--- src/rtl/bc_arbiter_if.sv ---
// Breadcrumb arbiter bus: two producer handshakes (Avoidance, PWM) and
// the write side of the shared breadcrumb FIFO.
interface bc_arbiter_if #(
    parameter int DATA_W = 16
);
    logic [DATA_W-1:0] avoid_data;
    logic              avoid_valid;
    logic              avoid_rdy;
    logic [DATA_W-1:0] pwm_data;
    logic              pwm_valid;
    logic              pwm_rdy;
    logic [DATA_W-1:0] out_data;
    logic              out_valid;
    logic              out_rdy;

    // Arbiter side
    modport slave (
        input  avoid_data, avoid_valid,
        output avoid_rdy,
        input  pwm_data, pwm_valid,
        output pwm_rdy,
        output out_data, out_valid,
        input  out_rdy
    );

    // Producer / FIFO side
    modport master (
        output avoid_data, avoid_valid,
        input  avoid_rdy,
        output pwm_data, pwm_valid,
        input  pwm_rdy,
        input  out_data, out_valid,
        output out_rdy
    );
endinterface

--- src/rtl/bc_arbiter.sv ---
// Two-source burst arbiter feeding one breadcrumb FIFO write port.
// The owner's handshake is passed straight through (no added latency);
// ownership changes after MAX_BURST words when the other source waits,
// or as soon as the owner runs dry. Per-source word counters saturate.
module bc_arbiter #(
    parameter int DATA_W    = 16,
    parameter int MAX_BURST = 8     // legal range 1..255
) (
    input  logic        clk,
    input  logic        rst,        // synchronous, active low
    bc_arbiter_if.slave bus,
    output logic [1:0]  grant,
    output logic        busy,
    input  logic        clr_cnt,
    output logic [15:0] avoid_cnt,
    output logic [15:0] pwm_cnt
);

    typedef enum logic [1:0] {
        IDLE  = 2'b00,
        GNT_A = 2'b01,
        GNT_P = 2'b10
    } state_t;

    // last_owner encoding: 0 = Avoidance, 1 = PWM
    localparam logic       OWN_A      = 1'b0;
    localparam logic       OWN_P      = 1'b1;
    // burst_cnt value seen on the transfer that completes a full burst
    localparam logic [7:0] BURST_LAST = 8'(MAX_BURST - 1);
    localparam logic [15:0] CNT_MAX   = 16'hFFFF;

    state_t      state_q, state_d;
    logic        last_owner_q, last_owner_d;
    logic [7:0]  burst_cnt_q, burst_cnt_d;
    logic [15:0] avoid_cnt_q, avoid_cnt_d;
    logic [15:0] pwm_cnt_q, pwm_cnt_d;

    logic        xfer_a, xfer_p;

    // Owner pass-through: data/valid/ready follow the grant combinationally
    always_comb begin
        bus.out_data  = '0;
        bus.out_valid = 1'b0;
        bus.avoid_rdy = 1'b0;
        bus.pwm_rdy   = 1'b0;
        case (state_q)
            GNT_A: begin
                bus.out_data  = bus.avoid_data;
                bus.out_valid = bus.avoid_valid;
                bus.avoid_rdy = bus.out_rdy;
            end
            GNT_P: begin
                bus.out_data  = bus.pwm_data;
                bus.out_valid = bus.pwm_valid;
                bus.pwm_rdy   = bus.out_rdy;
            end
            default: ;
        endcase
    end

    // A word moves only when the granted source is valid and the FIFO has room
    assign xfer_a = (state_q == GNT_A) && bus.avoid_valid && bus.out_rdy;
    assign xfer_p = (state_q == GNT_P) && bus.pwm_valid && bus.out_rdy;

    // grant comes from the state register only, so it is glitch-free
    assign grant = {state_q == GNT_P, state_q == GNT_A};
    assign busy  = (state_q != IDLE);

    // Ownership and burst-length control
    always_comb begin
        state_d      = state_q;
        last_owner_d = last_owner_q;
        burst_cnt_d  = burst_cnt_q;
        case (state_q)
            IDLE: begin
                burst_cnt_d = '0;
                if (bus.avoid_valid && bus.pwm_valid) begin
                    // Tie: whoever did not own last goes first
                    state_d = (last_owner_q == OWN_P) ? GNT_A : GNT_P;
                end else if (bus.avoid_valid) begin
                    state_d = GNT_A;
                end else if (bus.pwm_valid) begin
                    state_d = GNT_P;
                end
            end
            GNT_A: begin
                if (!bus.avoid_valid) begin
                    state_d      = bus.pwm_valid ? GNT_P : IDLE;
                    last_owner_d = OWN_A;
                    burst_cnt_d  = '0;
                end else if (xfer_a) begin
                    if (burst_cnt_q == BURST_LAST) begin
                        // Full burst: hand over if PWM waits, else restart burst
                        burst_cnt_d = '0;
                        if (bus.pwm_valid) begin
                            state_d      = GNT_P;
                            last_owner_d = OWN_A;
                        end
                    end else begin
                        burst_cnt_d = burst_cnt_q + 8'd1;
                    end
                end
            end
            GNT_P: begin
                if (!bus.pwm_valid) begin
                    state_d      = bus.avoid_valid ? GNT_A : IDLE;
                    last_owner_d = OWN_P;
                    burst_cnt_d  = '0;
                end else if (xfer_p) begin
                    if (burst_cnt_q == BURST_LAST) begin
                        burst_cnt_d = '0;
                        if (bus.avoid_valid) begin
                            state_d      = GNT_A;
                            last_owner_d = OWN_P;
                        end
                    end else begin
                        burst_cnt_d = burst_cnt_q + 8'd1;
                    end
                end
            end
            default: begin
                state_d     = IDLE;
                burst_cnt_d = '0;
            end
        endcase
    end

    // Saturating word counters; clear beats a same-cycle transfer
    always_comb begin
        avoid_cnt_d = avoid_cnt_q;
        pwm_cnt_d   = pwm_cnt_q;
        if (clr_cnt) begin
            avoid_cnt_d = '0;
            pwm_cnt_d   = '0;
        end else begin
            if (xfer_a && (avoid_cnt_q != CNT_MAX)) avoid_cnt_d = avoid_cnt_q + 16'd1;
            if (xfer_p && (pwm_cnt_q != CNT_MAX))   pwm_cnt_d   = pwm_cnt_q + 16'd1;
        end
    end

    // State registers; reset aborts any grant and drops the in-flight word count
    always_ff @(posedge clk) begin
        if (!rst) begin
            state_q      <= IDLE;
            last_owner_q <= OWN_P;
            burst_cnt_q  <= '0;
            avoid_cnt_q  <= '0;
            pwm_cnt_q    <= '0;
        end else begin
            state_q      <= state_d;
            last_owner_q <= last_owner_d;
            burst_cnt_q  <= burst_cnt_d;
            avoid_cnt_q  <= avoid_cnt_d;
            pwm_cnt_q    <= pwm_cnt_d;
        end
    end

    assign avoid_cnt = avoid_cnt_q;
    assign pwm_cnt   = pwm_cnt_q;

endmodule

--- src/flat_wrapper.sv ---
// flat-port wrapper written by rule: the top's interface ports become plain ports
module bc_arbiter_flat 
#(
    parameter int DATA_W    = 16,
    parameter int MAX_BURST = 8                          
)
  (clk, rst, grant, busy, clr_cnt, avoid_cnt, pwm_cnt, bus_avoid_data, bus_avoid_valid, bus_avoid_rdy, bus_pwm_data, bus_pwm_valid, bus_pwm_rdy, bus_out_data, bus_out_valid, bus_out_rdy);
  bc_arbiter_if #(.DATA_W(DATA_W)) bus_i ();
  input  logic clk;
  input  logic rst;
  output logic [1:0] grant;
  output logic busy;
  input  logic clr_cnt;
  output logic [15:0] avoid_cnt;
  output logic [15:0] pwm_cnt;
  input wire logic [$bits(bus_i.avoid_data)-1:0] bus_avoid_data;
  input wire logic [$bits(bus_i.avoid_valid)-1:0] bus_avoid_valid;
  output wire logic [$bits(bus_i.avoid_rdy)-1:0] bus_avoid_rdy;
  input wire logic [$bits(bus_i.pwm_data)-1:0] bus_pwm_data;
  input wire logic [$bits(bus_i.pwm_valid)-1:0] bus_pwm_valid;
  output wire logic [$bits(bus_i.pwm_rdy)-1:0] bus_pwm_rdy;
  output wire logic [$bits(bus_i.out_data)-1:0] bus_out_data;
  output wire logic [$bits(bus_i.out_valid)-1:0] bus_out_valid;
  input wire logic [$bits(bus_i.out_rdy)-1:0] bus_out_rdy;
  assign bus_i.avoid_data = bus_avoid_data;
  assign bus_i.avoid_valid = bus_avoid_valid;
  assign bus_avoid_rdy = bus_i.avoid_rdy;
  assign bus_i.pwm_data = bus_pwm_data;
  assign bus_i.pwm_valid = bus_pwm_valid;
  assign bus_pwm_rdy = bus_i.pwm_rdy;
  assign bus_out_data = bus_i.out_data;
  assign bus_out_valid = bus_i.out_valid;
  assign bus_i.out_rdy = bus_out_rdy;
  bc_arbiter #(.DATA_W(DATA_W), .MAX_BURST(MAX_BURST)) u_core (.clk(clk), .rst(rst), .bus(bus_i), .grant(grant), .busy(busy), .clr_cnt(clr_cnt), .avoid_cnt(avoid_cnt), .pwm_cnt(pwm_cnt));
endmodule
--- config.mk ---
export PLATFORM = sky130hd
export DESIGN_NAME = bc_arbiter_flat
export DESIGN_NICKNAME = d
export VERILOG_FILES = /design/src/rtl/bc_arbiter_if.sv /design/src/rtl/bc_arbiter.sv /design/src/flat_wrapper.sv
export SDC_FILE = /design/constraint.sdc
export NUM_CORES = 1
export LEC_CHECK = 0
export CORE_MARGIN = 5
export CORE_UTILIZATION = 49
export CTS_CLUSTER_DIAMETER = 150
export DETAILED_ROUTE_END_ITERATION = 8
export PLACE_DENSITY = 0.86
export SLEW_MARGIN = 5
export SYNTH_ARGS = -nofsm -noshare
export SYNTH_HDL_FRONTEND = slang
export SYNTH_SLANG_ARGS = --single-unit
--- constraint.sdc ---
create_clock -name clk -period 5.8 [get_ports clk]
set_input_delay 1.74 -clock clk [delete_from_list [all_inputs] [get_ports clk]]
set_output_delay 1.74 -clock clk [all_outputs]
set_load 0.03 [all_outputs]
==> reports/metrics.cfg, run 1 <==
[sta]
rsz0062_at_grt=no
layout_min_cycle_time_ns=5.246
skew_ns=0.005062
hold_viol_final=0
setup_tns_ns=0
max_freq_mhz=190.6
worst_slew_pin_slew_ns=1.192
maxSlewViolCount=0
setup_slack_ns=0.5541
fin_crit_sh=0.9045
setup_violations=0
slew_headroom=0.1970

[cells_and_area]
stdcell_count=484
areaGrowthSynthToFinish_pct=40.78
n_fill_cell=441
fin_nets=459
diodes=0
drive_above_1_share=0.04589
fin_util=0.7152

[place]
dpl.cell_count=476
gp_congestion=0.8310
dpl.hpwl_um=5390
io_buffer_count=91
dp_slack_ns=0.5554

[route]
wl_per_cell_um=14.55
vias=2858
drt-pass1-iter-count=4
drt_wl_total_um=7042
viasPerCell=5.905
antenna_left=0
drc=0
drtIter0Drc=160

[die]
start_util=0.5080
die_area_sq_mm=0.006889
die_y_um=83
rows=26
core_region_area_sq_mm=0.005140
die_x_um=83
ios=92

[synth]
synth_top_area_frac=0.3297
ys_types=54
netlist_area_sq_mm=0.002611
synthTopCellsByArea=dfxtp_1 33%, nor2_1 5.2%, a22oi_1 4.9%, a21oi_1 4.6%, ha_1 3.8%
synth-seq-area-share=0.3297
syn_avg_cell_area_sq_um=7.913
yosys_most_used_dff=dfxtp_1
synth-edff-count=0
synth-warning-count=0
synthArstFlopShare=0
syn_nets=376
synth.ff_latch_count=43
synthCells=330
yosys.area.top_type=dfxtp_1

[worst_setup_path]
required_ns=4.06
critPathArrivalTime_ns=3.51
worst-path-max-fanout=11
crit_path_start=bus_avoid_valid
reg2reg_from=u_core.state_q[0]$_SDFFE_PN0P_
cp-end-kind=primary output
critical_path_class=input pin to primary output
r2r_slack_ns=3.12
crit_path_start_kind=input pin

[cts]
cts_max_level=2
clock_latency_ns=0.29
numCtsBuffers=5
ctsHoldBuffers=0
cts_tree=yes
clk_pin_slew_ns=0.08
cts_resized=0
post_cts_buffers=0
root_buffer=clkbuf_8
cts_buffer_depth=2
clock_sinks=43

[global_routing]
grt_pass1_wl_um=11630
overflow=0
grt_util_met2=0.3564
track_usage=0.1964
gr-max-usage-layer=met2
use_met1=0.2116
use_met3=0.08218
grt_max_degree=28
antenna_found_initial=0
grt_pass1_vias=2629

[power_and_ir_drop]
vdd_drop_max_uv=145.6
pwr_density_cell_mw_per_mm2=205.6
p_leak_nw=1.264
finalPower_mw=0.7559

[hold_path]
min_from=u_core.last_owner_q$_SDFFE_PN1P_
hold_path_class=register to register

[status]
status=complete, no violations

[flow_run]
max_cap_violations=0

==> synthesized netlist by cell type (2+ instances only) <==
cell	instances
nand2_1	21
nand2b_1	3
o31ai_1	7
inv_1	7
and3_1	9
o2111ai_1	3
or3_1	11
nor4b_1	2
or4_1	10
xor2_1	7
o21a_1	2
clkbuf_1	12
and4_1	5
and2_1	2
buf_2	4
nor2_1	36
a41o_1	3
ha_1	8
o21ai_0	20
nor2b_1	2
nor3_1	7
a21oi_1	24
nor4_1	5
o211ai_1	7
dfxtp_1	43
nand4_1	13
a31oi_1	3
nand4_2	2
nand3_1	11
a22oi_1	17
==> power breakdown <==
part	internal, mW	switching [mW]
Combinational	0.0868	0.122
Sequential	0.299	0.00423
Clock	0.139	0.104
Total	0.525	0.230
==> flip-flops by register name (all words and copies together) (netlist names) <==
name and flops:
u_core.burst_cnt_q 8, u_core.last_owner_q 1, u_core.state_q 2, u_core.pwm_cnt 16, u_core.avoid_cnt 16
==> cells in the final DEF, fill, tap and decap left out, drive strengths merged, types with 2 or more instances in the layout <==
cell type	synthesis	final
a21oi	24	24
clkdlybuf4s50	0	91
ha	8	8
nor3	7	7
dfxtp	43	43
nand2b	3	3
clkbuf	13	6
o21ai	21	21
nand3	12	12
o211ai	7	7
nor4	5	5
a41o	3	3
nor2b	2	2
and4	5	5
and3	9	9
o31ai	7	7
or3	11	11
inv	7	7
o21a	2	2
and2	2	2
nand4	15	15
or4	11	11
buf	6	4
nor2	36	36
nor4b	2	2
clkinv	1	2
xor2	7	7
nand2	21	21
o2111ai	3	3
a31oi	3	3
a22oi	17	17
==> final timing paths <==
kind	to	depth (start not counted)
setup reg to reg	u_core.pwm_cnt[15]$_SDFFE_PP0P_	6
hold reg to reg	u_core.last_owner_q$_SDFFE_PN1P_	2
setup / recovery	bus_out_valid	4
hold / removal	u_core.last_owner_q$_SDFFE_PN1P_	2
==> worst max-delay path, cell delays in order <==
cell,delay (ns)
clkdlybuf4s50_1,0.67
a22oi_1,0.16
nor2_1,0.21
clkdlybuf4s50_1,0.72
==> through the flow <==
stage | hold WS [ns] | instance area (sq um)
3_5_place_dp | 0.4679 | 3558
5_1_grt | 0.5208 | 3676
6_report | 0.4802 | 3676
4_1_cts | 0.4821 | 3676
2_1_floorplan | 0.4434 | 2611
3_3_place_gp | 0.4591 | 3558
==> cell families (layout without fill, tap and decap cells) <==
group,count (synthesis),after routing,share of synthesized area
AO/OA/AOI/OAI,97,97,0.2458
XOR/XNOR,8,8,0.02683
adder cells (fa/ha/maj),8,8,0.03833
buffers and inverters,27,111,0.04264
flip-flops,43,43,0.3297
multiplexers,1,1,0.003833
AND/OR/NAND/NOR,146,146,0.3129
==> per-layer routing <==
metal,share of wire,up-vias
li1,-,1430
met1,0.40,1313
met2,0.49,109
met3,0.10,6
met4,0.0087,0
met5,0,-
==> final cells by class <==
cell class                 count  area (sq um)  area share
sequential                    43         860.8      0.2342
clock buffer                   6         82.58     0.02246
clock inverter                 2         35.03    0.009530
timing repair buffer          95         940.9      0.2560
multi-input combinational    260          1639      0.4459
inverter                       8         30.03    0.008169
tap                           70         87.58     0.02383
(Power assumes the default switching activity.)
==> run 2, diff against run 1 <==
Settings changed: ABC_AREA set to 1, PLACE_DENSITY 0.86 to 0.84.
==> run 2 against run 1 <==
Against the previous run: fmax decreased by 0.38%; global-route usage increased by 0.75 points; final area increased by 7.7%; first-iteration DRC count decreased by 14%; flip-flop and latch count unchanged; via count increased by 12%; worst hold slack improved by 0.029 ns; sequential power increased by 6%; clock power decreased by 2%; final cell count increased by 30%; total power increased by 25%; critical endpoint unchanged; largest cell class unchanged; highest routed layer unchanged.
==> reports/metrics.cfg, run 2 <==
[power_and_ir_drop]
p_leak_nw=1.360  ; +7.6%
vdd_drop_max_uv=199.3  ; +37%
pwr_density_cell_mw_per_mm2=238.1  ; +16%
finalPower_mw=0.9421  ; +25%

[synth]
synthCells=471  ; +43%
synth-edff-count=0  ; unchanged
synth_mux_area_frac=0  ; -0.003833
synth_top_family_by_area=simple AND/OR/NAND/NOR gates
ys_types=32  ; -41%
synth_xor_area_frac=0.03894  ; +0.01211
synth-warning-count=0  ; unchanged
syn_avg_cell_area_sq_um=6.208  ; -22%
synth_top_area_frac=0.2944  ; -0.03527
synth_top_cells_by_count=162 x nand2_1, 60 x nor2_1, 43 x dfxtp_1
synthSimpleGateAreaFrac=0.4086  ; +0.09575
synthArstFlopShare=0  ; unchanged
synth_fa_ha_area_frac=0.03423  ; -0.004101
synthTopCellsByArea=dfxtp_1 29%, nand2_1 21%, nor2_1 7.7%, a21oi_1 6.7%, inv_1 5.4%
synth.ff_latch_count=43  ; unchanged
yosys_most_used_dff=dfxtp_1
yosys.area.top_type=dfxtp_1
synth-compound-area-share=0.1386  ; -0.1072
synth-seq-area-share=0.2944  ; -0.03527
netlist_area_sq_mm=0.002924  ; +12%
syn_nets=517  ; +38%
yosysMostFrequentCell=nand2_1

[die]
die_area_sq_mm=0.007613  ; +11%
rows=28  ; +7.7%
ios=92  ; unchanged
die_x_um=87.25  ; +5.1%
die_y_um=87.25  ; +5.1%
core_region_area_sq_mm=0.005851  ; +14%
start_util=0.4998  ; -0.008247

[sta]
fin_crit_sh=0.9080  ; +0.003484
max_freq_mhz=189.9  ; -0.38%
hold_viol_final=0  ; unchanged
setup_violations=0  ; unchanged
setup_slack_ns=0.5338  ; -0.02021 ns
setup_tns_ns=0  ; unchanged
rsz0062_at_grt=no
skew_ns=0.007379  ; +0.002317 ns
maxSlewViolCount=0  ; unchanged
slew_headroom=0.4146  ; +0.2176
worst_slew_pin_slew_ns=0.8772  ; -0.3144 ns
layout_min_cycle_time_ns=5.266  ; +0.02021 ns

[cts]
numCtsBuffers=5  ; unchanged
clock_latency_ns=0.30  ; about the same
cts_buffer_depth=2  ; unchanged
clk_pin_slew_ns=0.09  ; about the same
post_cts_buffers=0  ; unchanged
ctsHoldBuffers=0  ; unchanged
clock_sinks=43  ; unchanged
cts_tree=yes
root_buffer=clkbuf_8
cts_resized=0  ; unchanged
cts_max_level=2  ; unchanged

[worst_setup_path]
critical_path_class=input pin to primary output
worst-path-max-fanout=9  ; -2
slowest_stage=clkdlybuf4s50_1
path_buf_inv=3  ; +1
r2r_cells=7  ; +1
critPathArrivalTime_ns=3.53  ; +0.02 ns
required_ns=4.06  ; about the same
cp_top_family=buffers and inverters
max_stage_delay_ns=0.68  ; -0.04 ns
crit_path_start_kind=input pin
cp-end-kind=primary output
path_cells=clkdlybuf4s50_1, nand2_1, nand2_2, nand2_1, inv_1, clkdlybuf4s50_1
crit_cells=6  ; +2

[hold_path]
hold_path_class=register to register
holdPathStages=2  ; unchanged

[route]
antenna_left=0  ; unchanged
drt_wl_total_um=7581  ; +7.7%
wl_per_cell_um=12.01  ; -17%
viasPerCell=5.078  ; -14%
vias=3204  ; +12%
drtIter0Drc=138  ; -14%
drt-pass1-iter-count=4  ; unchanged
drc=0  ; unchanged

[flow_run]
max_cap_violations=0  ; unchanged

[cells_and_area]
fin_nets=601  ; +31%
fin_util=0.6764  ; -0.03876
drive_above_1_share=0.06655  ; +0.02065
final_cell_mix=162 x nand2_1, 91 x clkdlybuf4s50_1, 60 x nor2_1
layout_commonest_cell=nand2_1
diodes=0  ; unchanged
areaGrowthSynthToFinish_pct=35.34

[global_routing]
track_usage=0.2040  ; +0.007507
grt_pass1_vias=3141  ; +19%
overflow=0  ; unchanged
grt_max_degree=24  ; -14%
antenna_found_initial=0  ; unchanged
grt_pass1_wl_um=12750  ; +9.6%

[place]
dpl.hpwl_um=5931  ; +10%
io_buffer_count=91  ; unchanged
gp_congestion=0.8628  ; +3.8%
dp_slack_ns=0.5405  ; -0.01487 ns

[status]
status=complete, no violations

run 2: metal layers:
metal | wire, um | share of wire | vias up | GRT usage
li1 | - | - | 1671 | -
met1 | 3184 | 0.42 | 1414 | 0.2200
met2 | 3684 | 0.49 | 113 | 0.3760
met3 | 639 | 0.084 | 6 | 0.06528
met4 | 73 | 0.0096 | 0 | 0.05997
met5 | 0 | 0 | - | 0
run 2: worst paths after layout:
kind	start	endpoint	slack, ns
hold reg to reg	u_core.pwm_cnt[14]$_SDFFE_PP0P_	u_core.pwm_cnt[14]$_SDFFE_PP0P_	0.51
setup / recovery	bus_avoid_valid	bus_out_valid	0.53
hold / removal	u_core.pwm_cnt[14]$_SDFFE_PP0P_	u_core.pwm_cnt[14]$_SDFFE_PP0P_	0.51
setup reg to reg	u_core.state_q[0]$_SDFFE_PN0P_	u_core.pwm_cnt[11]$_SDFFE_PP0P_	3.37
run 2: metrics by stage:
step,instance area [sq um],instances,hold slack (ns)
4_1_cts,3958,631,0.5026
2_1_floorplan,2924,471,0.4636
3_3_place_gp,3845,623,0.4774
5_1_grt,3958,631,0.5367
3_5_place_dp,3845,623,0.4896
6_report,3958,631,0.5096
run 2: logic make-up after synthesis:
family	after synthesis
buf+inv	58
xor+xnor	13
compound gates	70
fa+ha+maj	8
simple gates	279
flops	43
run 2: report_power, final:
group | switching [mW] | internal (mW)
clock | 0.111 | 0.128
combinational | 0.244 | 0.139
sequential | 0.0142 | 0.306
run 2: area by class of cell:
cell class | count | area [sq um]
clock buffers | 5 | 68.82
clock inverters | 3 | 43.79
fillers | 496 | 1893
inverters | 44 | 165.2
multi-input cells | 370 | 1814
flip-flops and latches | 43 | 860.8
well taps | 75 | 93.84
repair buffers | 91 | 910.9
run 2: worst min-delay path: cells and delay by family, from the launching register on:
| family | cells | cell delay [ns] |
|---|---|---|
| AOI/OAI and AO/OA | 1 | 0.05 |
| DFF | 1 | 0.36 |
| buffers and inverters | 1 | 0.06 |
==> run 3, diff against run 2 <==
Settings changed: ABC_AREA 1 to not set, PLACE_DENSITY 0.84 to 0.86.
==> results of run 3 <==
Final layout, timing and power as in run 1 (identical DEF).
